$ cat config.mk
export PLATFORM = sky130hd
export DESIGN_NAME = arb_81_rr
export DESIGN_NICKNAME = d
export VERILOG_FILES = /design/src/rtl/arb_81_rr.sv
export SDC_FILE = /design/constraint.sdc
export NUM_CORES = 1
export LEC_CHECK = 0
export CAP_MARGIN = 20
export CORE_ASPECT_RATIO = 0.75
export CORE_MARGIN = 1
export CORE_UTILIZATION = 45
export CTS_CLUSTER_SIZE = 8
export DETAILED_ROUTE_END_ITERATION = 8
export PLACE_DENSITY = 0.76
export SLEW_MARGIN = 30
export SYNTH_ARGS = -nofsm -noshare
export SYNTH_HDL_FRONTEND = slang
export SYNTH_SLANG_ARGS = --single-unit
export TNS_END_PERCENT = 10
$ cat constraint.sdc
create_clock -name clk -period 5.3 [get_ports clk]
set_input_delay 1.06 -clock clk [delete_from_list [all_inputs] [get_ports clk]]
set_output_delay 1.06 -clock clk [all_outputs]
set_load 0.05 [all_outputs]
$ cat src/rtl/arb_81_rr.sv
// arb_81_rr: round-robin arbiter and sequencer for the 8:1 selector datapath.
// Eight level requesters share one registered output (num/out) that is handed
// downstream with a valid/ready handshake.
// Optional feature: define ARB_81_LOCK_EN to add the 'lock' input. It lets the
// current owner keep the grant across transfers (burst ownership).
module arb_81_rr #(
  parameter int DW = 4
) (
  input  logic          clk,
  input  logic          rst_n,
  input  logic [7:0]    req,
  input  logic [DW-1:0] data0,
  input  logic [DW-1:0] data1,
  input  logic [DW-1:0] data2,
  input  logic [DW-1:0] data3,
  input  logic [DW-1:0] data4,
  input  logic [DW-1:0] data5,
  input  logic [DW-1:0] data6,
  input  logic [DW-1:0] data7,
  input  logic          out_ready,
`ifdef ARB_81_LOCK_EN
  input  logic          lock,
`endif
  output logic [2:0]    num,
  output logic [DW-1:0] out,
  output logic          out_valid,
  output logic [7:0]    ack
);

  typedef enum logic {IDLE = 1'b0, HOLD = 1'b1} state_t;

  state_t        state;
  logic [2:0]    ptr;
  logic [DW-1:0] src [8];
  logic          xfer;
  logic          keep;
  logic [7:0]    arbreq;
  logic [2:0]    arbptr;
  logic [2:0]    winner;
  logic          anyreq;
  logic [2:0]    nextptr;

  // Gather the eight sources into an indexable array.
  always_comb begin
    src[0] = data0;
    src[1] = data1;
    src[2] = data2;
    src[3] = data3;
    src[4] = data4;
    src[5] = data5;
    src[6] = data6;
    src[7] = data7;
  end

  // A transfer happens whenever a held grant meets a ready consumer; ack names its owner.
  always_comb begin
    xfer    = out_valid && out_ready;
    ack     = xfer ? (8'd1 << num) : 8'd0;
    nextptr = num + 3'd1;
`ifdef ARB_81_LOCK_EN
    keep    = lock && req[num];
`else
    keep    = 1'b0;
`endif
  end

  // Choose the request set and starting priority: IDLE uses ptr, re-grant masks the served source.
  always_comb begin
    if (state == IDLE) begin
      arbreq = req;
      arbptr = ptr;
    end else begin
      arbreq = req & ~(8'd1 << num);
      arbptr = nextptr;
    end
    anyreq = |arbreq;
  end

  // Rotating priority search: the first set bit at arbptr, arbptr+1, ... wins.
  always_comb begin
    logic       found;
    logic [2:0] idx;
    winner = 3'd0;
    found  = 1'b0;
    idx    = 3'd0;
    for (int i = 0; i < 8; i++) begin
      idx = arbptr + i[2:0];
      if (!found && arbreq[idx]) begin
        winner = idx;
        found  = 1'b1;
      end
    end
  end

  // Grant/hold state machine with registered num, out, out_valid and pointer.
  always_ff @(posedge clk or negedge rst_n) begin
    if (!rst_n) begin
      state     <= IDLE;
      ptr       <= 3'd0;
      num       <= 3'd0;
      out       <= '0;
      out_valid <= 1'b0;
    end else begin
      case (state)
        IDLE: begin
          if (anyreq) begin
            num       <= winner;
            out       <= src[winner];
            out_valid <= 1'b1;
            state     <= HOLD;
          end
        end
        HOLD: begin
          if (xfer) begin
            if (keep) begin
              out <= src[num];
            end else begin
              ptr <= nextptr;
              if (anyreq) begin
                num <= winner;
                out <= src[winner];
              end else begin
                out_valid <= 1'b0;
                state     <= IDLE;
              end
            end
          end
        end
        default: begin
          state     <= IDLE;
          out_valid <= 1'b0;
        end
      endcase
    end
  end

endmodule

# Word-level counts from Yosys, hierarchy flattened
# Cells that the tools add are included.
# totals
output_inout_bits,16
wordCells,98
register_bits,12
# op_classes
shifts,1
n_eq_ne,3
reduce_logical,18
n_lt_le_gt_ge,9
n_addsub,8
bitwise_logic,4
muxes,50
# ops
op,count
$mux W3,11
$lt A3 B4 Y1 const B,8
$bmux W1 S3,8
$mux W1,20
$mux W4,4
$mux W8,2
$add A3 B3 Y3 const B,4
$bmux W4 S3,1
$and A8 B8 Y8,1
$logic_and A1 B1 Y1,8
$not A8 Y8,1
$pmux W4 S2,1
$reduce_or A8 Y1,1
$shl A1 B3 Y8 const A,1
$logic_not A1 Y1,7
$add A3 B1 Y3 const B,2
$add A3 B2 Y3 const B,2
$pmux W3 S2,1
$ge A4 B4 Y1 const B,1
$ne A2 B2 Y1 const B,2
$not A3 Y4,1
$pmux W1 S2,2
$reduce_and A3 Y1,1
$ne A2 B1 Y1 const B,1
other kinds (2),2

# Logic depth before layout (Yosys ltp)
# depth
word_depth,35
depth_mapped,17

# Least setup slack after synthesis
# No wires, ideal clock.
# synth_timing
kind,register to register
from,register num[0]
to,register out[0]
setup_ns,0.077
arrival_time_ns,4.337
slack_ns,0.886
period_less_slack_ns,4.414
path_stages_with_launch,17
path_cell_list,dfrtp_1 inv_1 ha_1 mux2i_1 buf_4 ha_1 inv_1 mux4_2 a2111oi_1 or4_4 nand3_1 a32o_1 and4bb_4 buf_6 mux2i_1 a221o_1 a21oi_1
# synth_between
word_cells_on_any_way,66
classes_between,add/sub: 8; shift: 1; mux: 39; bitwise: 3; reduce/logical: 15
# synth_rtl
item,line_no,text
"start, declared",24,"output logic [2:0] num,"
"start signal, assigned",107,num <= winner;
"start signal, assigned",120,num <= winner;
$add A3 B1 Y3 *,59,nextptr = num + 3'd1;
via nextptr[0],41,logic [2:0] nextptr;
$mux W3 *,69,if (state == IDLE) begin
branches (longest 23 deep; another with $add A3 B1 Y3),-,
$mux W3 *,88,if (!found && arbreq[idx]) begin
$not A3 Y4 (implied by the code) *,"108, 121",
$bmux W4 S3 *,"108, 121",
$mux W4 (implied by the code) * (2 in a row),"108, 121",
$mux W4 *,"106, 119",
$mux W4,114,if (xfer) begin
$pmux W4 S2 *,104,case (state)
"end signal, assigned",108,out <= src[winner];
"end signal, assigned",116,out <= src[num];
"end signal, assigned",121,out <= src[winner];
"end, declared",25,"output logic [DW-1:0] out,"
# Mark *: on every way through the listed nets, which the timed path passes. The select of a mux whose other input is x is not followed.
# A chain may end at the register's enable or synchronous reset.

# Final worst setup path
# layout_timing
from,register state
to,register out[0]
# layout_between
elab_chain_cells,32
word_cells_on_any_way,64
classes_between,add/sub: 7; eq/ne: 1; mux: 39; bitwise: 2; reduce/logical: 15
# layout_rtl
item,line_no,text
"start, declared",32,state_t state;
"start signal, assigned",98,state <= IDLE;
"start signal, assigned",110,state <= HOLD;
"start signal, assigned",124,state <= IDLE;
branches (longest 32 deep; another with $add A3 B1 Y3),-,
# Several ways; the timed one is not identified. The select of a mux whose other input is x is not followed.

==> impl_metrics.csv <==
group,metric,value,unit
setup_path,critPathMaxFanout,21,
cts,holdBufCountCts,0,
final_layout,area_growth,31.1,%
timing,timing.final.crit_share,0.824,
floorplan,start_util,0.488,
setup_path,crit_start,"state",
timing,tightestPinTransition,0.690,ns
cts,cts-buffers-inserted,3,
timing,max_freq,229,MHz
cts,post_cts_buffers,0,
cts,cts_tree,"yes",
detailed_routing,via_per_inst,6.22,
floorplan,dieArea,4840,µm²
final_layout,multi_input_area,1630,µm²
cts,clock_path_buffers,2,
yosys,synth_top_area_frac,0.146,
timing,grt_setup_unrepaired,"no",
min_path,worstHoldPathType,"register to register",
detailed_routing,drt_iter0_drc,214,
yosys,synth-edff-count,0,
yosys,ys_types,64,
min_path,worstHoldStart,"ptr[0]",
setup_path,cp-start-kind,"register",
floorplan,die_x,80.0,µm
detailed_routing,routed_wl,5800,µm
place,hpwl,4720,µm
timing,hold_violations,0,
timing,fin_skew,0.00180,ns
floorplan,fp.dieH,60.5,µm
timing,finalSetupTns,0,ns
detailed_routing,drc,0,
final_layout,diodes,0,
job,cap_violations,0,
yosys,ys_top_cells_by_area,"dfrtp_1 15%, mux2i_1 7.3%, mux4_2 6.6%, ha_1 4.9%, nand2_1 4.2%",
global_route,grt_max_degree,22,
detailed_routing,avgRoutedWirePerCell,16.8,µm
final_layout,layout.area.seq,300,µm²
cts,clock-sinks,12,
global_route,grt.overflow.total,0,
yosys,syn_area,2050,µm²
yosys,avgSynthCellArea,8.66,µm²
yosys,ys_ff_latch,12,
place,gp_congestion,0.935,
yosys,synth_cells,237,
timing,maxSlewViolCount,0,
yosys,yosysTopAreaCell,"dfrtp_1",
run_status,status,"finished, final reports clean",
global_route,grt_pass1_vias,2025,
place,port-buffer-count,58,
final_layout,layout-drive-gt1-share,0.131,
floorplan,core-area,4200,µm²
yosys,yosysSeqAreaShare,0.146,
detailed_routing,first_pass_iters,4,
cts,cts_resized,0,
final_layout,fin_nets,343,
final_layout,design_area,2690,µm²
cts,htree_levels,1,
final_layout,num-fill-cells,388,
setup_path,crit_type,"register to register",
yosys,synth_most_common_cell,"nand2_1",
cts,cts-root-buf,"clkbuf_8",
yosys,ys_async_sr_fraction,1.00,
global_route,antenna_found_initial,0,
yosys,yosys-top-cells-count,"23 x nand2_1, 16 x nor2_1, 15 x mux2i_1",
cts,clk_pin_slew,0.05,ns
yosys,yosys_warnings,0,
setup_path,endpoint_kind,"register",
floorplan,ioPinCount,59,
detailed_routing,ant_nets,0,
timing,setup_viol,0,
place,placement.cell_area,2640,µm²
setup_path,critPathArrivalTime,4.52,ns
timing,layout_min_cycle_time,4.37,ns
cts,clk_latency,0.24,ns
global_route,grt_pass1_wl,9400,µm
floorplan,core.rowCount,20,
yosys,synth_ff_type,"dfrtp_1",
setup_path,reg2reg_from,"state",
detailed_routing,num_vias,2152,
timing,relSlewSlack,0.540,
global_route,gr-usage-all-layers,0.252,
setup_path,cp.required,5.46,ns
yosys,synthesis.nets,288,
metrics by stage:
stage	cells	hold slack, ns	util	setup WS [ns]
global placement	342	0.471	0.627	0.837
detailed placement	342	0.489	0.627	0.810
finish	346	0.499	0.640	0.935
floorplan	237	0.451	-	0.886
CTS	346	0.501	0.640	0.998
global route	346	0.516	0.640	0.691
critical path, cell delays in order (launching register included):
cell and delay, ns:
dfrtp_1 0.78, or2_4 0.28, nand2_4 0.08, ha_1 0.38, inv_1 0.24, mux4_2 0.58, a2111oi_1 0.40, or4_4 0.24
nand2b_1 0.08, nor3_1 0.22, and4bb_4 0.36, mux2i_1 0.15, a221o_1 0.35, a21oi_1 0.12
placed cells by master, fill, tap and decap left out, types with 2 or more instances in the layout:
master and instances:
inv_1 6, and3_1 9, a21oi_1 13, nand3_1 10, a221o_1 4, nand2_4 2
o211ai_2 2, o211ai_4 2, mux2i_1 15, nor3_1 3, mux4_2 6, buf_4 3
o211ai_1 3, nand3b_1 4, a211oi_1 5, o21ai_0 9, nor2_1 16, dfrtp_1 12
mux2_2 2, a21o_1 2, clkdlybuf4s50_1 58, and2_1 5, and4bb_4 2, nand2_1 23
clkbuf_8 4, a21oi_2 2, a21boi_0 4, o221ai_1 2, o21a_1 2, xnor2_1 2
a2111oi_0 3, nand2b_1 5, nand4_1 10, and2_0 3, a22o_1 4, ha_1 8
registers in the layout, indices dropped and copies added (netlist names):
name / cells
num: 3
out: 4
out_valid: 1
ptr: 3
state: 1
path summary, 6_finish.rpt:
check                      slack (ns)  cells past startpoint  endpoint
max                              0.93                     13    out[0]
min                              0.50                      2    ptr[0]
max reg2reg                      0.93                     13    out[0]
min reg2reg                      0.50                      2    ptr[0]
max in group asynchronous        3.81                      1    ptr[1]
min in group asynchronous        1.16                      1    num[1]
final cells by class:
class / count / area share
inverter: 8 / 0.0139
timing repair buffer: 61 / 0.224
clock buffer: 4 / 0.0205
sequential: 12 / 0.112
tap: 55 / 0.0256
multi-input combinational: 206 / 0.604
cells by family after synthesis:
logic type               share of synthesized area
XOR/XNOR                                    0.0299
AND/OR/NAND/NOR                              0.284
adder cells (fa/ha/maj)                     0.0488
multiplexers                                 0.161
AO/OA/AOI/OAI                                0.269
flip-flops                                   0.146
buffers and inverters                       0.0615
routing by layer:
metal	wire length (µm)	GRT usage	vias to the layer above
met3	469	0.0541	8
met2	2560	0.407	99
met4	67	0.0740	0
met1	2700	0.344	1012
met5	0	0	-
li1	-	-	1033
Power is left out: the tool's default activity adds up to more than one toggle a clock period on the data nets, which glitch-free logic cannot reach.
